### src/rtl/bist_pkg.sv
// Shared BIST definitions: FSM state encodings, signature/counter widths
// and the default session parameters.
package bist_pkg;

  localparam int SIG_W = 3;
  localparam int CNT_W = 7;

  localparam int PAT_CNT_DEF   = 64;
  localparam int FLUSH_CYC_DEF = 1;
  localparam logic [SIG_W-1:0] GOLDEN_SIG_DEF = 3'b101;

  typedef enum logic [2:0] {
    S_IDLE  = 3'd0,
    S_CLEAR = 3'd1,
    S_RUN   = 3'd2,
    S_FLUSH = 3'd3,
    S_CHECK = 3'd4,
    S_DONE  = 3'd5
  } bist_state_t;

endpackage

### src/rtl/bist_pat_counter.sv
// Clearable, enabled, saturating pattern counter. The last flag marks the
// cycle in which the next increment reaches LIMIT, so the sequencer can
// leave RUN on the same edge that the count lands on LIMIT.
module bist_pat_counter
  import bist_pkg::*;
#(
  parameter int LIMIT = PAT_CNT_DEF
) (
  input  logic             clk,
  input  logic             reset,
  input  logic             clr,
  input  logic             en,
  output logic [CNT_W-1:0] cnt,
  output logic             last
);

  localparam logic [CNT_W-1:0] LIMIT_V = CNT_W'(LIMIT);
  localparam logic [CNT_W-1:0] LAST_V  = CNT_W'(LIMIT - 1);

  // Count applied patterns; hold once LIMIT is reached instead of wrapping.
  always_ff @(posedge clk or negedge reset) begin
    if (!reset) begin
      cnt <= '0;
    end else if (clr) begin
      cnt <= '0;
    end else if (en && (cnt != LIMIT_V)) begin
      cnt <= cnt + 1'b1;
    end
  end

  assign last = (cnt == LAST_V);

endmodule

### src/rtl/bist_sequencer.sv
// BIST session sequencer: drives tm/clr/gen_en of the BIST datapath, counts
// applied patterns, flushes the last response into the MISR and compares
// the resulting signature against GOLDEN_SIG.
//
//   state   | meaning
//   --------+-----------------------------------------------------------
//   S_IDLE  | waiting for start; datapath in functional mode
//   S_CLEAR | one-cycle clear pulse to LFSR and MISR
//   S_RUN   | PAT_CNT cycles of pattern generation, pat_cnt counting
//   S_FLUSH | FLUSH_CYC extra enabled cycles so the last response lands
//   S_CHECK | one cycle, signature sampled into pass
//   S_DONE  | result valid; held until start is released
module bist_sequencer
  import bist_pkg::*;
#(
  parameter int               PAT_CNT    = PAT_CNT_DEF,
  parameter int               FLUSH_CYC  = FLUSH_CYC_DEF,
  parameter logic [SIG_W-1:0] GOLDEN_SIG = GOLDEN_SIG_DEF
) (
  input  logic             clk,
  input  logic             reset,
  input  logic             start,
  input  logic             abort,
  input  logic [SIG_W-1:0] sig,
  output logic             tm,
  output logic             clr,
  output logic             gen_en,
  output logic             busy,
  output logic             done,
  output logic             pass,
  output logic [CNT_W-1:0] pat_cnt
);

  localparam logic [2:0] FLUSH_LOAD = 3'(FLUSH_CYC - 1);

  bist_state_t state;
  logic [2:0]  flush_tmr;
  logic        cnt_clr;
  logic        cnt_en;
  logic        cnt_last;

  // Zero the count on the launching edge so it reads 0 throughout CLEAR;
  // an abort during RUN blocks the increment so the count freezes.
  assign cnt_clr = (state == S_IDLE) && start;
  assign cnt_en  = (state == S_RUN) && !abort;

  bist_pat_counter #(
    .LIMIT (PAT_CNT)
  ) u_pat_counter (
    .clk   (clk),
    .reset (reset),
    .clr   (cnt_clr),
    .en    (cnt_en),
    .cnt   (pat_cnt),
    .last  (cnt_last)
  );

  // Session FSM; all outputs are registered alongside the state so each
  // output changes on the same edge as the state it belongs to.
  always_ff @(posedge clk or negedge reset) begin
    if (!reset) begin
      state     <= S_IDLE;
      flush_tmr <= '0;
      tm        <= 1'b0;
      clr       <= 1'b0;
      gen_en    <= 1'b0;
      busy      <= 1'b0;
      done      <= 1'b0;
      pass      <= 1'b0;
    end else begin
      clr <= 1'b0;
      // busy is high in exactly CLEAR, RUN, FLUSH and CHECK
      if (abort && busy) begin
        state  <= S_IDLE;
        tm     <= 1'b0;
        gen_en <= 1'b0;
        busy   <= 1'b0;
        done   <= 1'b0;
        pass   <= 1'b0;
      end else begin
        case (state)
          S_IDLE: begin
            if (start) begin
              state <= S_CLEAR;
              clr   <= 1'b1;
              tm    <= 1'b1;
              busy  <= 1'b1;
              pass  <= 1'b0;
            end
          end
          S_CLEAR: begin
            state  <= S_RUN;
            gen_en <= 1'b1;
          end
          S_RUN: begin
            if (cnt_last) begin
              state     <= S_FLUSH;
              flush_tmr <= FLUSH_LOAD;
            end
          end
          S_FLUSH: begin
            if (flush_tmr == 3'd0) begin
              state  <= S_CHECK;
              gen_en <= 1'b0;
            end else begin
              flush_tmr <= flush_tmr - 1'b1;
            end
          end
          S_CHECK: begin
            state <= S_DONE;
            pass  <= (sig == GOLDEN_SIG);
            done  <= 1'b1;
            tm    <= 1'b0;
            busy  <= 1'b0;
          end
          S_DONE: begin
            if (!start) begin
              state <= S_IDLE;
              done  <= 1'b0;
            end
          end
          default: begin
            state  <= S_IDLE;
            tm     <= 1'b0;
            gen_en <= 1'b0;
            busy   <= 1'b0;
            done   <= 1'b0;
          end
        endcase
      end
    end
  end

endmodule

### config.mk
export PLATFORM = sky130hd
export DESIGN_NAME = bist_sequencer
export DESIGN_NICKNAME = d
export VERILOG_FILES = /design/src/rtl/bist_pkg.sv /design/src/rtl/bist_pat_counter.sv /design/src/rtl/bist_sequencer.sv
export SDC_FILE = /design/constraint.sdc
export NUM_CORES = 1
export LEC_CHECK = 0
export BUFFER_PORTS_ARGS = -buffer_cell sky130_fd_sc_hd__buf_4
export CAP_MARGIN = 10
export CORE_MARGIN = 1
export CORE_UTILIZATION = 50
export DETAILED_ROUTE_END_ITERATION = 7
export PLACE_DENSITY = 0.73
export SYNTH_ARGS = -nofsm -noshare
export SYNTH_HDL_FRONTEND = slang
export SYNTH_SLANG_ARGS = --single-unit
### constraint.sdc
create_clock -name clk -period 3.65 [get_ports clk]
set_clock_uncertainty 0.05 [all_clocks]
set_input_delay 0.1825 -clock clk [delete_from_list [all_inputs] [get_ports clk]]
set_output_delay 0.1825 -clock clk [all_outputs]
set_load 0.02 [all_outputs]
==> summary.txt <==
Final Wtd Congestion: 0.8069
Clk Latency, worst-skew pair: 0.30 ns
Syn Area/Cell: 9.373 um2
worst hold slack: 0.1457 ns
maxcap violations: 0
post-route ant nets: 0
DR WL/cell: 13.30 um
Peak VDD IR: 0.0002809 V
status: finished clean
top cells by area, synth: dfrtp_1 43%, ha_1 4.8%, nor2_1 3.9%
H-tree depth: 1
asr flop ratio synth: 1.000
initial antenna violation count: 0
Synthesized Nets: 123
worst slew pin tran: 0.6603 ns
TNS Setup: 0 ns
total die area: 2287 um2
Slew Limit Fails: 0
# diodes: 0
PortBufs: 19
register clock-pin slew on the reported worst setup and hold paths: 0.10 ns
EDFF count, synth: 0
Clk network pwr share: 0.167
switching pwr: 0.0003049 W
DP Wirelength: 1.512 mm
Yosys reg bits: 18
Total Wirelength: 2.101 mm
internal power: 0.0004455 W
count of cell types in the netlist: 38
Comb pwr share: 0.396
synthesis-to-layout area growth: 18.95%
Initial Utilization: 0.5351
grt ovf: 0
Syn Inst Count: 112
Tcrit/Tclk final: 0.4647
Yosys top cell by area: dfrtp_1
sequential power share: 0.437
FP Rows: 16
vias: 871
RSZ-0062 raised after global routing: no
final setup violation count: 0
Leak: 0.5774 nW
Syn Std Cell Area: 1050 um2
via-per-instance ratio: 5.513
Die Span X: 47.82 um
CP Class: flip-flop to flip-flop
share of layout cells above drive strength 1: 0.2214
Fin. Hold Viols: 0
DRC viols: 0
Hold Path Class: input port to flip-flop
CTS-repair resized insts: 0
# nets final: 143
Num CTS Buffers: 3
GRT Overall Usage: 0.2077
PD cells: 601.0 nW/um2
Longest Clk Path Bufs: 2
critical path endpoint category: flip-flop
WP data required: 3.77 ns
TritonCTS clock tree: done
Core Box Area: 1962 um2
FMAX: 0.5896 GHz
critical path arrival: 1.82 ns
number of iterations in the first detailed-routing pass: 4
top cell type's share of synthesized area: 0.4291
Min Clock Period, post-route: 1.696 ns
TritonCTS Sinks: 18
Rel. slew slack: 0.5586
worst-path maximum fanout: 8
Primary FF master, synth: dfrtp_1
initial DRC count: 25
critical path launch point type: flip-flop
first-pass GRT wire length: 3.277 mm
IO Count: 20
sw frac: 0.4063
sequential area share after synthesis: 0.4291
largest net degree at the start of global routing: 19
root buf cell: clkbuf_4
Yosys warnings: 0
Die Y: 47.82 um
number of global-route vias before repair: 770
Tot Pwr: 0.0007504 W
power by group through the flow:
stage | Combinational (W) | Sequential [W] | Clock, W
final | 0.000297 | 0.000328 | 0.000125
after CTS | 0.000300 | 0.000327 | 0.000127
after floorplan | 0.000205 | 0.000328 | 0
after detailed placement | 0.000297 | 0.000333 | 0
after global routing | 0.000330 | 0.000341 | 0.000133
after global placement | 0.000292 | 0.000326 | 0
synthesized netlist by cell type (all sizes together) (3+ instances only):
cell type / n
o21ai: 6
xor2: 4
a21oi: 4
dfrtp: 18
ha: 4
o2bb2ai: 3
nand2: 9
nand3: 3
nor4b: 3
clkbuf: 3
nor2b: 4
and3: 3
nor2: 11
inv: 9
nand4: 3
final cells by class:
class / count / area, um2
repair buffers: 20 / 152.6
multi-input cells: 80 / 541.8
clock buffers: 4 / 36.28
well taps: 27 / 33.78
inverters: 9 / 33.78
flip-flops and latches: 18 / 450.4
fillers: 171 / 713.2
metal layers:
metal	vias to the layer above	global-route usage	wire (um)
met5	-	0	0
met4	0	0.08333	19
met3	3	0.04528	81
met2	20	0.3405	979
met1	414	0.2660	1020
li1	434	-	-
cell families (layout without fill, tap and decap cells):
kind of cell,after synthesis,after routing,share of synthesized area
adders and majority gates,4,4,0.04768
muxes,1,1,0.009536
and+or+nand+nor,49,49,0.2801
xor gates and xnor gates,4,4,0.03337
AOI/OAI and AO/OA,22,22,0.1454
buffers and inverters,14,33,0.05482
DFF,18,18,0.4291
state kept, by name (all words and copies together) (netlist names):
name	cells
state	3
done	1
busy	1
u_pat_counter.cnt	7
gen_en	1
pass	1
clr	1
flush_tmr	3
worst max-delay path, cell delays in order (launching register included):
cell     delay, ns
dfrtp_1       0.47
or4_4         0.56
o21ai_2       0.23
mux2i_1       0.22
nor2_1        0.05
placed cells by master, fill, tap and decap left out, drive strengths merged, types with 3 or more instances in the layout:
master / Yosys / routed
nor2b: 4 / 4
a21oi: 4 / 4
nor4b: 3 / 3
o2bb2ai: 3 / 3
xor2: 4 / 4
nand2: 9 / 9
dfrtp: 18 / 18
nand4: 3 / 3
nand3: 3 / 3
clkbuf: 3 / 4
buf: 2 / 19
inv: 9 / 9
ha: 4 / 4
and3: 3 / 3
o21ai: 6 / 6
nor2: 11 / 11
through the flow:
step | setup slack, ns | utilization | area [um2] | std cells
2_1_floorplan | 1.998 | - | 1050 | 112
3_3_place_gp | 2.005 | 0.6129 | 1202 | 153
3_5_place_dp | 1.958 | 0.6129 | 1202 | 153
4_1_cts | 1.950 | 0.6365 | 1249 | 158
5_1_grt | 1.837 | 0.6365 | 1249 | 158
6_report | 1.954 | 0.6365 | 1249 | 158
path summary, 6_finish.rpt:
kind	endpoint	startpoint	cells after the start	slack, ns
worst max register to register	u_pat_counter.cnt[1]	u_pat_counter.cnt[2]	4	1.95
max in group asynchronous	flush_tmr[1]	reset	2	3.14
worst max-delay path	u_pat_counter.cnt[1]	u_pat_counter.cnt[2]	4	1.95
min in group asynchronous	u_pat_counter.cnt[1]	reset	2	0.22
worst min-delay path	busy	abort	3	0.15
worst min register to register	flush_tmr[1]	flush_tmr[1]	1	0.45
repair_timing:
item                                   CTS  global route
buffers inserted                         0             0
endpoints found under the hold margin   18             0
hold buffers                             1             0
Note: power is estimated with default switching activity, not from simulation.
